[config.mk]
export PLATFORM = sky130hd
export DESIGN_NAME = dmem_arbiter_flat
export DESIGN_NICKNAME = d
export VERILOG_FILES = /design/src/rtl/dmem_arb_pkg.sv /design/src/rtl/dmem_arbiter_if.sv /design/src/rtl/dmem_arbiter.sv /design/src/flat_wrapper.sv
export SDC_FILE = /design/constraint.sdc
export NUM_CORES = 1
export LEC_CHECK = 0
export CAP_MARGIN = 20
export CORE_AREA = 4 4 204 206
export DETAILED_ROUTE_END_ITERATION = 16
export DIE_AREA = 0 0 208 210
export HOLD_SLACK_MARGIN = 0.05
export PLACE_DENSITY_LB_ADDON = 0.25
export SKIP_CTS_REPAIR_TIMING = 1
export SLEW_MARGIN = 20
export SYNTH_ARGS = -nofsm -noshare
export SYNTH_HDL_FRONTEND = slang
export SYNTH_SLANG_ARGS = --single-unit
export TNS_END_PERCENT = 100
[constraint.sdc]
create_clock -name clk -period 3.42 [get_ports clk]
set_input_delay 0.684 -clock clk [delete_from_list [all_inputs] [get_ports clk]]
set_output_delay 0.684 -clock clk [all_outputs]
set_load 0.05 [all_outputs]
[src/rtl/dmem_arb_pkg.sv]
// Shared types and constants for the data-memory arbiter.
//   state_t       : arbiter FSM states
//   REQ_M / REQ_L : requester ids (pipeline / loader)
//   DEPTH_DEFAULT : default data-memory depth in 64-bit words
package dmem_arb_pkg;

  typedef enum logic [1:0] {
    IDLE,
    BUSY,
    ERR,
    RESP
  } state_t;

  localparam logic REQ_M = 1'b0;
  localparam logic REQ_L = 1'b1;

  localparam int unsigned DEPTH_DEFAULT = 1024;

endpackage

[src/rtl/dmem_arbiter_if.sv]
// One requester port of the data-memory arbiter.
//   req/we/addr/wdata : request, held by the requester until ack
//   rdata/ack/err     : response; ack is a one-cycle pulse, err qualifies ack,
//                       rdata holds until the next ack on this port
// modport master : requester side (pipeline memory stage or loader)
// modport slave  : arbiter side
interface dmem_arbiter_if;
  import dmem_arb_pkg::*;

  logic        req;
  logic        we;
  logic [63:0] addr;
  logic [63:0] wdata;
  logic [63:0] rdata;
  logic        ack;
  logic        err;

  modport master (output req, we, addr, wdata, input rdata, ack, err);
  modport slave  (input req, we, addr, wdata, output rdata, ack, err);

endinterface

[src/rtl/dmem_arbiter.sv]
// Arbitrates the single-port data memory between the pipeline memory stage
// (port m, i.e. m_req/m_we/m_addr/m_wdata -> m_rdata/m_ack/m_err) and the
// program loader (port l, same signal set). Performs the 64-bit bounds check,
// sequences each access over LAT memory cycles and raises m_stall while a
// pipeline access is outstanding.
//   clk, rst_n          : clock, synchronous active-low reset
//   m, l                : requester ports (dmem_arbiter_if.slave)
//   m_stall             : m_req && !m_ack, freezes the M/W registers
//   mem_en/mem_we       : memory enable / write strobe (write in first cycle)
//   mem_addr/mem_wdata  : memory word address / write data
//   mem_rdata           : memory read data, valid at end of the LAT-th cycle
module dmem_arbiter
  import dmem_arb_pkg::*;
#(
  parameter int unsigned DEPTH      = DEPTH_DEFAULT,
  parameter int unsigned AW         = $clog2(DEPTH),
  parameter int unsigned LAT        = 2,
  parameter int unsigned STARVE_MAX = 4
) (
  input  logic          clk,
  input  logic          rst_n,
  dmem_arbiter_if.slave m,
  dmem_arbiter_if.slave l,
  output logic          m_stall,
  output logic          mem_en,
  output logic          mem_we,
  output logic [AW-1:0] mem_addr,
  output logic [63:0]   mem_wdata,
  input  logic [63:0]   mem_rdata
);

  localparam int unsigned SW = $clog2(STARVE_MAX + 1);

  state_t        state;
  logic [3:0]    cnt;
  logic [SW-1:0] starve_cnt;
  logic          win;
  logic          lat_we;

  logic          grant_l;
  logic          g_we;
  logic [63:0]   g_addr;
  logic [63:0]   g_wdata;

  // The loader only beats a concurrent pipeline request once it has lost
  // STARVE_MAX arbitrations in a row.
  always_comb begin
    grant_l = l.req && (!m.req || starve_cnt == SW'(STARVE_MAX));
    g_we    = grant_l ? l.we    : m.we;
    g_addr  = grant_l ? l.addr  : m.addr;
    g_wdata = grant_l ? l.wdata : m.wdata;
  end

  always_comb m_stall = m.req && !m.ack;

  always_ff @(posedge clk) begin
    if (!rst_n) begin
      state      <= IDLE;
      cnt        <= '0;
      starve_cnt <= '0;
      win        <= REQ_M;
      lat_we     <= 1'b0;
      mem_en     <= 1'b0;
      mem_we     <= 1'b0;
      mem_addr   <= '0;
      mem_wdata  <= '0;
      m.rdata    <= '0;
      m.ack      <= 1'b0;
      m.err      <= 1'b0;
      l.rdata    <= '0;
      l.ack      <= 1'b0;
      l.err      <= 1'b0;
    end else begin
      case (state)
        IDLE: begin
          if (m.req || l.req) begin
            win    <= grant_l;
            lat_we <= g_we;
            if (grant_l)
              starve_cnt <= '0;
            else if (l.req)
              starve_cnt <= starve_cnt + SW'(1);
            // Address and write data are latched in mem_addr/mem_wdata, so
            // later changes on the request port have no effect.
            if (g_addr >= 64'(DEPTH)) begin
              state <= ERR;
              if (grant_l) begin
                l.ack   <= 1'b1;
                l.err   <= 1'b1;
                l.rdata <= '0;
              end else begin
                m.ack   <= 1'b1;
                m.err   <= 1'b1;
                m.rdata <= '0;
              end
            end else begin
              state     <= BUSY;
              cnt       <= 4'd1;
              mem_en    <= 1'b1;
              mem_we    <= g_we;
              mem_addr  <= g_addr[AW-1:0];
              mem_wdata <= g_wdata;
            end
          end
        end
        BUSY: begin
          mem_we <= 1'b0;
          if (cnt == 4'(LAT)) begin
            mem_en <= 1'b0;
            state  <= RESP;
            if (win == REQ_L) begin
              l.ack   <= 1'b1;
              l.rdata <= lat_we ? '0 : mem_rdata;
            end else begin
              m.ack   <= 1'b1;
              m.rdata <= lat_we ? '0 : mem_rdata;
            end
          end else begin
            cnt <= cnt + 4'd1;
          end
        end
        ERR, RESP: begin
          m.ack <= 1'b0;
          m.err <= 1'b0;
          l.ack <= 1'b0;
          l.err <= 1'b0;
          cnt   <= '0;
          state <= IDLE;
        end
        default: state <= IDLE;
      endcase
    end
  end

endmodule

[src/flat_wrapper.sv]
// flat-port wrapper written by rule: the top's interface ports become plain ports
module dmem_arbiter_flat import dmem_arb_pkg::*;
#(
  parameter int unsigned DEPTH      = DEPTH_DEFAULT,
  parameter int unsigned AW         = $clog2(DEPTH),
  parameter int unsigned LAT        = 2,
  parameter int unsigned STARVE_MAX = 4
)
  (clk, rst_n, m_stall, mem_en, mem_we, mem_addr, mem_wdata, mem_rdata, m_req, m_we, m_addr, m_wdata, m_rdata, m_ack, m_err, l_req, l_we, l_addr, l_wdata, l_rdata, l_ack, l_err);
  dmem_arbiter_if m_i ();
  dmem_arbiter_if l_i ();
  input  logic clk;
  input  logic rst_n;
  output logic m_stall;
  output logic mem_en;
  output logic mem_we;
  output logic [AW-1:0] mem_addr;
  output logic [63:0] mem_wdata;
  input  logic [63:0] mem_rdata;
  input wire logic [$bits(m_i.req)-1:0] m_req;
  input wire logic [$bits(m_i.we)-1:0] m_we;
  input wire logic [$bits(m_i.addr)-1:0] m_addr;
  input wire logic [$bits(m_i.wdata)-1:0] m_wdata;
  output wire logic [$bits(m_i.rdata)-1:0] m_rdata;
  output wire logic [$bits(m_i.ack)-1:0] m_ack;
  output wire logic [$bits(m_i.err)-1:0] m_err;
  input wire logic [$bits(l_i.req)-1:0] l_req;
  input wire logic [$bits(l_i.we)-1:0] l_we;
  input wire logic [$bits(l_i.addr)-1:0] l_addr;
  input wire logic [$bits(l_i.wdata)-1:0] l_wdata;
  output wire logic [$bits(l_i.rdata)-1:0] l_rdata;
  output wire logic [$bits(l_i.ack)-1:0] l_ack;
  output wire logic [$bits(l_i.err)-1:0] l_err;
  assign m_i.req = m_req;
  assign m_i.we = m_we;
  assign m_i.addr = m_addr;
  assign m_i.wdata = m_wdata;
  assign m_rdata = m_i.rdata;
  assign m_ack = m_i.ack;
  assign m_err = m_i.err;
  assign l_i.req = l_req;
  assign l_i.we = l_we;
  assign l_i.addr = l_addr;
  assign l_i.wdata = l_wdata;
  assign l_rdata = l_i.rdata;
  assign l_ack = l_i.ack;
  assign l_err = l_i.err;
  dmem_arbiter #(.DEPTH(DEPTH), .AW(AW), .LAT(LAT), .STARVE_MAX(STARVE_MAX)) u_core (.clk(clk), .rst_n(rst_n), .m(m_i), .l(l_i), .m_stall(m_stall), .mem_en(mem_en), .mem_we(mem_we), .mem_addr(mem_addr), .mem_wdata(mem_wdata), .mem_rdata(mem_rdata));
endmodule
==> impl.org <==
** Status
- Status :: complete, no violations

** Routing
- DRC violations left :: 0
- In this run the remaining antenna-violating nets after routing total 0.
- After detailed routing, the total wire length is 43500 um.
- After the first detailed-routing iteration, the DRC count stood at 606.
- The first detailed-routing pass took 7 iterations.
- Dividing the detail-routed wire length by the instance count gives 20.5 um.
- In the routed layout, each cell is associated on average with a via count of 4.98.
- The final route contains 10.5k vias.

** Setup path
- Critical R2R Launch :: u_core.starve_cnt[0]
- STA classifies the critical path endpoint as a flip-flop.
- The most critical setup path has its startpoint at l_addr[37].
- Critical Path RT :: 3.87 ns
- For the worst flop-to-flop path, the logic depth is 10.
- Critical path peak fanout :: 53
- Critical R2R Capture :: u_core.mem_wdata[58]
- Reg2Reg Setup Slack :: 0.67 ns
- The worst setup path is launched from an input pin.
- The critical path in this run is classified as input pin to flip-flop.
- For the worst setup path, the data arrival time is 3.59 ns.
- Following the worst setup path forward leads to its endpoint at u_core.m.rdata[12].

** Floorplan
- Initial core utilization :: 23.5%
- Placeable core region :: 0.0396 sq mm
- Die Y :: 210 um
- For this design the top-level I/O count stands at 535.
- Number of standard-cell rows in the floorplan :: 73
- Die width :: 208 um
- Area of the die :: 0.0437 sq mm

** Yosys
- Post-synthesis net count :: 1412
- The most used flip-flop cell after synthesis is dfxtp_1.
- Synthesized flop and latch total :: 219
- After synthesis, the netlist uses 46 different library cells.
- In this run, synthesis inferred 0 flip-flops with an integrated enable.
- During synthesis, Yosys emitted a total of 0 warnings.
- After synthesis, the share of flip-flops with an asynchronous set or reset is 0%.
- A synthesized cell averages 8.60 sq um.
- Sequential elements use 47.1% of the synthesized area.
- Number of standard cells after synthesis :: 1082
- The synthesized netlist occupies a cell area of 0.00930 sq mm.

** Hold path
- The worst hold path begins at rst_n.
- Hold Path Class :: input pin to flip-flop

** CTS
- Clock latency on the worst-skew pair :: 0.57 ns
- Clock sink total :: 219
- CTS HTree Levels :: 1
- CTS root buffer :: clkbuf_16
- CTS tree :: done
- Num CTS Buffers :: 27
- The clock passes through at most 3 buffers.
- After clock tree synthesis, the clock-pin slew on the worst setup and hold paths is 0.06 ns.

** Place
- Weighted congestion reported at the end of routability-driven placement :: 0.862
- After legalization and detailed placement, the total HPWL measured 32400 um.
- Worst slack after detailed placement :: -0.608 ns
- Number of I/O port buffers :: 534

** Timing
- Setup repair after global routing left no endpoint under its margin.
- Max Slew Vio Count :: 0
- For the pin with the worst max-slew slack, the measured transition is 0.830 ns.
- In the final timing run, aggregate negative setup slack is 0 ns.
- In this run the tightest slew margin relative to its limit is 44.7%.
- Endpoints failing hold :: 0
- Worst Skew :: 0.0184 ns
- The final critical path takes up 91.8% of the cycle.
- Smallest setup slack after layout :: 0.280 ns
- Time the final worst path needs with I/O delays and setup :: 3.14 ns
- Based on the critical path, the design can be clocked at up to 318 MHz.
- Endpoints failing setup :: 0

** Global route
- Summed over all layers, the global routing overflow is 0.
- Wire length of the first global-routing pass :: 64500 um
- Entering global routing, the biggest net connects 148 pins.
- In the global route stage, overall resource usage came out at 18.6%.
- Antenna violations before repair :: 4
- The number of global-route vias before repair came to 10.5k.

** Pwr
- Tot Pwr :: 0.00631 W
- Maximum ir drop on the vdd rail :: 0.000408 V
- In this run the power density over the cells is 389 mW/mm^2.
- Leakage power :: 5.65 nW

** Finish
- Area delta synth->final :: 74.5%
- Fraction of final layout cells with drive strength greater than 1 :: 6.42%
- Leading cell type in the layout, fill and taps excluded :: clkdlybuf4s50_1
- The final layout contains 1899 nets.
- In the layout the commonest cells are 531 x clkdlybuf4s50_1, 219 x dfxtp_1, 211 x nand2_1.

** Job
- Across the run, the number of max-cap violations was 0.
[how the worst min path moves through the flow]
stage | end | slack, ns | depth (start not counted)
after floorplan | u_core.starve_cnt[2] | 0.46 | 2
after global placement | u_core.l.rdata[30] | 0.44 | 2
after detailed placement | u_core.l.rdata[19] | 0.45 | 2
after CTS | u_core.cnt[2] | 0.39 | 2
after global routing | u_core.cnt[2] | 0.42 | 2
final | u_core.cnt[2] | 0.43 | 2
[worst max-delay path: stages]
cell             delay, ns
clkdlybuf4s50_1       0.48
nor4_2                0.47
buf_4                 0.18
nand4_1               0.18
buf_4                 0.21
nor4_1                0.34
buf_4                 0.20
o31ai_4               0.06
and3_2                0.25
buf_12                0.18
a32o_1                0.30
[power by group]
| group | switching (W) | internal [W] |
|---|---|---|
| clock | 0.00120 | 0.00182 |
| combinational | 0.000316 | 0.000407 |
| sequential | 0.00000743 | 0.00256 |
| total | 0.00153 | 0.00479 |
[layer usage]
layer  GRT usage (%)  share of wire, %  vias to the layer above
li1                -                 -                     5054
met1            21.4                38                     4982
met2            33.0                50                      416
met3            4.90               7.3                       80
met4            7.34               4.2                        2
met5               0             0.018                        -
[metrics by stage]
step | utilization, % | cell area [sq um] | instances | hold WS [ns]
floorplan | - | 9300 | 1082 | 0.458
global placement | 38.5 | 15300 | 2065 | 0.444
detailed placement | 38.5 | 15300 | 2065 | 0.450
CTS | 40.9 | 16200 | 2115 | 0.390
global route | 40.9 | 16200 | 2117 | 0.420
finish | 40.9 | 16200 | 2117 | 0.433
[final cells by class]
type	instances	area (sq um)
multi-input cells	740	4420
fillers	3979	23400
diodes	2	5.00
clock buffers	40	785
inverters	6	22.5
clock inverters	10	153
well taps	525	657
flip-flops and latches	219	4380
repair buffers	575	5800
[cells in the mapped netlist (all sizes together), types with 2 or more instances]
| cell type | n | area share (%) |
|---|---|---|
| o21ai | 4 | 0.22 |
| nor2b | 2 | 0.13 |
| a31oi | 3 | 0.20 |
| nor3b | 3 | 0.24 |
| a22oi | 65 | 5.2 |
| a311oi | 75 | 7.1 |
| nand3 | 81 | 4.4 |
| clkbuf | 78 | 3.1 |
| a21oi | 8 | 0.43 |
| buf | 39 | 2.5 |
| or2 | 2 | 0.13 |
| ha | 4 | 0.54 |
| nand3b | 2 | 0.16 |
| and3 | 4 | 0.27 |
| nand4 | 70 | 4.7 |
| a32o | 64 | 6.9 |
| nor4 | 28 | 2.0 |
| nor3 | 3 | 0.16 |
| o21a | 3 | 0.24 |
| nor2 | 88 | 3.6 |
| nand2 | 212 | 8.6 |
| inv | 6 | 0.24 |
| dfxtp | 219 | 47 |
[registers in the layout, indices dropped and copies added (netlist names), 2 cells and up]
register / flops
u_core.state: 2
u_core.starve_cnt: 3
u_core.cnt: 4
u_core.l.rdata: 64
u_core.m.rdata: 64
u_core.mem_addr: 10
u_core.mem_wdata: 64
[cells by family (layout without fill, tap and decap cells)]
logic type | after synthesis | after routing | share of synthesized area [%]
adders and majority gates | 4 | 4 | 0.538
other | 0 | 2 | 0
buffers and inverters | 123 | 631 | 5.91
DFF | 219 | 219 | 47.1
muxes | 2 | 2 | 0.229
and+or+nand+nor | 500 | 500 | 24.7
AOI/OAI and AO/OA | 234 | 234 | 21.5
Note: power is estimated with default switching activity, not from simulation.
